### config.mk
export PLATFORM = sky130hd
export DESIGN_NAME = ctrl_pc
export DESIGN_NICKNAME = d
export VERILOG_FILES = /design/src/rtl/ctrl_pc_pkg.sv /design/src/rtl/ctrl_pc_pc_reg.sv /design/src/rtl/ctrl_pc.sv
export SDC_FILE = /design/constraint.sdc
export NUM_CORES = 1
export LEC_CHECK = 0
export BUFFER_PORTS_ARGS = -buffer_cell sky130_fd_sc_hd__buf_4
export CORE_UTILIZATION = 40
export DETAILED_ROUTE_END_ITERATION = 7
export MAX_ROUTING_LAYER = met4
export PLACE_DENSITY = 0.69
export SYNTH_ARGS = -nofsm -noshare
export SYNTH_HDL_FRONTEND = slang
export SYNTH_SLANG_ARGS = --single-unit
### constraint.sdc
create_clock -name clk -period 1.6 [get_ports clk]
set_clock_uncertainty 0.05 [all_clocks]
set_input_delay 0.32 -clock clk [delete_from_list [all_inputs] [get_ports clk]]
set_output_delay 0.32 -clock clk [all_outputs]
set_load 0.1 [all_outputs]
### src/rtl/ctrl_pc_pkg.sv
// rtl/ctrl_pc_pkg.sv - shared encodings and constants for the pipeline control / PC unit
package ctrl_pc_pkg;

    typedef enum logic [1:0] {
        ST_RUN      = 2'd0,
        ST_STALL    = 2'd1,
        ST_REDIRECT = 2'd2
    } state_t;

    localparam logic [31:0] NOP_INST = 32'h0000_0013;
    localparam logic [31:0] PC_INC   = 32'd4;

    function automatic logic is_misaligned(input logic [1:0] addr_lo);
        return addr_lo != 2'b00;
    endfunction

endpackage

### src/rtl/ctrl_pc_pc_reg.sv
// rtl/ctrl_pc_pc_reg.sv - program counter register with redirect, trap-vector and advance mux
module ctrl_pc_pc_reg #(
    parameter logic [31:0] RESET_PC = 32'h0000_0000,
    parameter logic [31:0] TRAP_VEC = 32'h0000_0100
) (
    input  logic        clk,
    input  logic        rst,
    input  logic        jump_en,
    input  logic [31:0] jump_addr,
    input  logic        advance_en,
    output logic [31:0] pc
);
    import ctrl_pc_pkg::*;

    logic [31:0] pc_q;
    logic [31:0] pc_d;

    // A redirect always beats an advance; a misaligned target diverts to the trap vector.
    always_comb begin
        pc_d = pc_q;
        if (jump_en) begin
            pc_d = is_misaligned(jump_addr[1:0]) ? TRAP_VEC : jump_addr;
        end else if (advance_en) begin
            pc_d = pc_q + PC_INC;
        end
    end

    always_ff @(posedge clk) begin
        if (rst) begin
            pc_q <= RESET_PC;
        end else begin
            pc_q <= pc_d;
        end
    end

    assign pc = pc_q;

endmodule

### src/rtl/ctrl_pc.sv
// rtl/ctrl_pc.sv - pipeline control FSM: fetch handshake, flush/stall controls and misalignment trap
module ctrl_pc #(
    parameter logic [31:0] RESET_PC = 32'h0000_0000,
    parameter logic [31:0] TRAP_VEC = 32'h0000_0100
) (
    input  logic        clk,
    input  logic        rst,
    input  logic        jump_en_i,
    input  logic [31:0] jump_addr_i,
    input  logic        hold_flag_i,
    input  logic        fetch_ack_i,
    output logic [31:0] pc_o,
    output logic        fetch_req_o,
    output logic        inst_valid_o,
    output logic        flush_o,
    output logic        stall_o,
    output logic        trap_o,
    output logic [31:0] bad_addr_o
);
    import ctrl_pc_pkg::*;

    state_t      state_q;
    state_t      state_d;
    logic        advance_en;
    logic        trap_q;
    logic [31:0] bad_addr_q;
    logic        trap_take;

    assign trap_take = jump_en_i && is_misaligned(jump_addr_i[1:0]);

    always_comb begin
        state_d      = state_q;
        fetch_req_o  = 1'b0;
        inst_valid_o = 1'b0;
        flush_o      = 1'b0;
        stall_o      = 1'b0;
        advance_en   = 1'b0;
        if (rst) begin
            flush_o = 1'b1;
            state_d = ST_REDIRECT;
        end else if (jump_en_i) begin
            // The request may still be acknowledged, but that fetch is thrown away.
            fetch_req_o = 1'b1;
            flush_o     = 1'b1;
            state_d     = ST_REDIRECT;
        end else if (hold_flag_i) begin
            stall_o = 1'b1;
            state_d = ST_STALL;
        end else begin
            fetch_req_o = 1'b1;
            advance_en  = fetch_ack_i;
            state_d     = ST_RUN;
            // The bubble cycle after a redirect fetches but never presents a valid instruction.
            if (state_q != ST_REDIRECT) begin
                inst_valid_o = fetch_ack_i;
            end
        end
    end

    always_ff @(posedge clk) begin
        if (rst) begin
            state_q    <= ST_REDIRECT;
            trap_q     <= 1'b0;
            bad_addr_q <= 32'h0;
        end else begin
            state_q <= state_d;
            trap_q  <= trap_take;
            if (trap_take) begin
                bad_addr_q <= jump_addr_i;
            end
        end
    end

    ctrl_pc_pc_reg #(
        .RESET_PC (RESET_PC),
        .TRAP_VEC (TRAP_VEC)
    ) u_pc_reg (
        .clk        (clk),
        .rst        (rst),
        .jump_en    (jump_en_i),
        .jump_addr  (jump_addr_i),
        .advance_en (advance_en),
        .pc         (pc_o)
    );

    assign trap_o     = trap_q;
    assign bad_addr_o = bad_addr_q;

endmodule
==> flow_summary.yaml <==
setup_path:
  worst_r2r_path_cells: 5
  critical_path_buf_inv_count: 0
  path_delay_family: "simple AND/OR/NAND/NOR gates"
  cpPeakStageDelay_ns: 0.36
  regToRegEndpoint: "u_pc_reg.pc[31]"
  crit_required_ns: 1.78
  criticalPathCategory: "register to register"
  worstPathArrival_ns: 1.79
  critical_path.slowest_cell: "sky130_fd_sc_hd__dfxtp_4"
  critical_path.cell_chain: "nand4_4 -> nor4_4 -> nand4_1 -> xor2_1 -> a2111oi_2"
  worst_setup_path_end_kind: "register"
  reg2reg_setup_slack_ns: -0.007
  r2r-start: "u_pc_reg.pc[17]"
  cp_max_fo: 2
  startpoint_type: "register"
outcome:
  failed_checks: "setup timing"
  status: "finished, violations left"
cells_and_area:
  n_antenna_cell: 0
  area_delta_synth_final_pct: 60.7
  filler_cell_count: 661
  layout_cells_excl_fill: 652
  finish.net_count: 586
  fin_util: 0.667
  final_layout_size_suffix_gt1_frac: 0.447
min_path:
  worst_hold_path_cell_count: 3
  holdPathEnd: "u_pc_reg.pc[9]"
  worst_hold_path_type: "primary input to register"
  start_point_of_the_worst_min_delay_path: "jump_addr_i[9]"
yosys:
  library_cell_with_the_highest_instance_count_after_synthesis: "sky130_fd_sc_hd__nand2_1"
  post_synth_num_cell_types: 44
  postSynth.asyncResetShare: 0
  synth_cells: 380
  synth-warning-count: 0
  synth_top_area_share: 0.443
  synth_enable_flop_cells: 0
  yosys-top-cells-count: "sky130_fd_sc_hd__nand2_1, sky130_fd_sc_hd__dfxtp_1, sky130_fd_sc_hd__a21oi_1"
  synth_top_flop_cell: "sky130_fd_sc_hd__dfxtp_1"
  synthDominantAreaCellType: "sky130_fd_sc_hd__dfxtp_1"
  syn-mean-instance-area_sq_um: 7.97
  yosys_register_bits: 67
  seq_area_frac_synth: 0.443
  synthesis.nets: 418
  syn-cell-area_sq_um: 3030
  synthTopCellsByArea: "sky130_fd_sc_hd__dfxtp_1, sky130_fd_sc_hd__a21oi_1, sky130_fd_sc_hd__nand2_1"
clock_network:
  tritoncts_num_sinks: 67
  cts-htree-levels: 3
  cts.root.buffer_cell: "sky130_fd_sc_hd__clkbuf_8"
  post_cts_hold_buffer_count: 0
  tritoncts: "built"
  worst_setup_hold_path_clk_slew_ns: 0.07
  cts.path.max_buffers: 2
  worst_skew_pair.late_latency_ns: 0.34
  cts_inserted_buffers: 9
die:
  number_of_primary_i_o_pins: 106
  floorplan.die_area_sq_um: 7920
  rows: 31
  starting_density: 0.415
  dieWidth_microns: 89.0
  design.core.area_sq_um: 7290
  die_height_microns: 89.0
global_route:
  global_route.overflow_total: 0
  first_global_vias: 3238
  grt_pass1_wl_microns: 16000
  grt_util_all_layers: 0.276
  antenna_found_initial: 0
  pin_count_of_the_biggest_net_entering_global_routing: 29
routing:
  routedWlPerCell_microns: 15.6
  vias: 3441
  avgViaCountPerCell: 5.28
  route.antenna.remaining_nets: 0
  initialDrtViolationCount: 150
  drt_pass_1_iters: 5
  remaining_drc_errors: 0
  finalWirelength_microns: 10200
sta:
  period_share: 1.00
  maxClockFrequency_mhz: 622
  timing.final.hold_violations: 0
  rsz0062_at_grt: "yes"
  setup-tns-final_ns: -0.00734
  final_max_slew_viols: 0
  final-setup-viol-count: 1
  final_critical_path_setup_slack_ns: -0.00734
  minimum_period_implied_by_the_final_worst_setup_slack_ns: 1.61
  tightestPinTransition_ns: 0.432
  slew_headroom: 0.712
pwr:
  internal_power_mw: 2.71
  design_power_total_mw: 4.19
  power_density_nw_per_um2: 861
  share_comb_of_total_power: 0.266
  power.share.switching: 0.353
  clock_power_share: 0.314
  static-leakage-power_nw: 2.12
  sequentialPowerShare: 0.420
  vdd.ir_drop.worst_mv: 0.505
  power.switching_mw: 1.48
place:
  portBuffers: 105
  dp.final_hpwl_microns: 7740
  place_worst_setup_slack_ns: -0.134
  dp.cells: 630
  gp_routability_congestion: 0.856
flow_run:
  drv.max_cap_violation_count: 0
## state kept, by name, summed over array words and instances (netlist names)
| signal | count |
|---|---|
| state_q | 2 |
| trap_o | 1 |
| bad_addr_o | 32 |
| u_pc_reg.pc | 32 |
## cell usage in the layout (no fill, tap or decap), types with 4 or more instances in the layout
cell / n
sky130_fd_sc_hd__a21oi_1: 62
sky130_fd_sc_hd__nand2_1: 81
sky130_fd_sc_hd__dfxtp_1: 39
sky130_fd_sc_hd__clkbuf_8: 12
sky130_fd_sc_hd__o22ai_1: 4
sky130_fd_sc_hd__dfxtp_4: 21
sky130_fd_sc_hd__buf_4: 170
sky130_fd_sc_hd__a22oi_1: 5
sky130_fd_sc_hd__o21ai_1: 6
sky130_fd_sc_hd__xor2_1: 14
sky130_fd_sc_hd__nand4_1: 12
sky130_fd_sc_hd__nand3_1: 10
sky130_fd_sc_hd__and2_1: 4
sky130_fd_sc_hd__a211oi_1: 4
sky130_fd_sc_hd__nor2_1: 19
sky130_fd_sc_hd__o21ai_0: 4
sky130_fd_sc_hd__buf_12: 4
sky130_fd_sc_hd__dfxtp_2: 7
sky130_fd_sc_hd__nor3_1: 8
sky130_fd_sc_hd__nand3_2: 4
## worst max-delay path by stage
stage	cells after the start	endpoint	from	slack [ns]
after global routing	7	u_pc_reg.pc[21]	u_pc_reg.pc[2]	-0.11
final	5	u_pc_reg.pc[31]	u_pc_reg.pc[17]	-0.007
after detailed placement	7	u_pc_reg.pc[12]	hold_flag_i	-0.13
after CTS	5	u_pc_reg.pc[31]	u_pc_reg.pc[17]	-0.03
after floorplan	5	u_pc_reg.pc[31]	u_pc_reg.pc[2]	-0.34
after global placement	7	u_pc_reg.pc[28]	hold_flag_i	-0.09
## cells by family (layout without fill, tap and decap cells)
logic type / count (synthesis) / after routing / share of synthesized area
compound gates: 107 / 107 / 0.209
flops: 67 / 67 / 0.443
buf+inv: 25 / 198 / 0.0322
simple gates: 163 / 163 / 0.263
fa+ha+maj: 1 / 1 / 0.00413
xor+xnor: 17 / 17 / 0.0492
## power by group through the flow
stage | clock, mW | sequential (mW) | combinational (mW)
floorplan | 0 | 2.29 | 0.250
global placement | 0 | 1.79 | 1.09
detailed placement | 0 | 1.80 | 1.10
CTS | 1.34 | 1.76 | 1.11
global route | 1.42 | 1.77 | 1.17
finish | 1.32 | 1.76 | 1.11
## layout make-up
| type | count | area (sq um) | share of cell area |
|---|---|---|---|
| inverters | 4 | 20.0 | 0.00411 |
| clock inverters | 2 | 10.0 | 0.00206 |
| multi-input cells | 288 | 1700 | 0.350 |
| flip-flops and latches | 67 | 1430 | 0.294 |
| clock buffers | 14 | 173 | 0.0355 |
| repair buffers | 178 | 1410 | 0.289 |
| well taps | 99 | 124 | 0.0254 |
## repair_timing
action	CTS	global route
hold endpoints to repair	0	0
endpoints found under the setup margin	13	18
setup buffers	2	4
gates resized for setup	9	19
pin swaps	1	3
## metal layers
metal / track usage / share of wire
met3: 0.0582 / 0.060
met4: 0.0779 / 0.011
met1: 0.352 / 0.45
met5: - / 0
met2: 0.444 / 0.48
## tightest hold or removal path: cells and delay by family
kind                   cells  cell delay [ns]
buffers and inverters      1             0.09
AO/OA/AOI/OAI              1             0.05
AND/OR/NAND/NOR            1             0.04
## stage by stage
stage,hold WS (ns),instance area [sq um]
floorplan,0.378,3180
global placement,0.393,4540
detailed placement,0.398,4540
CTS,0.133,4770
global route,0.137,4870
finish,0.142,4870
(Power assumes the default switching activity.)
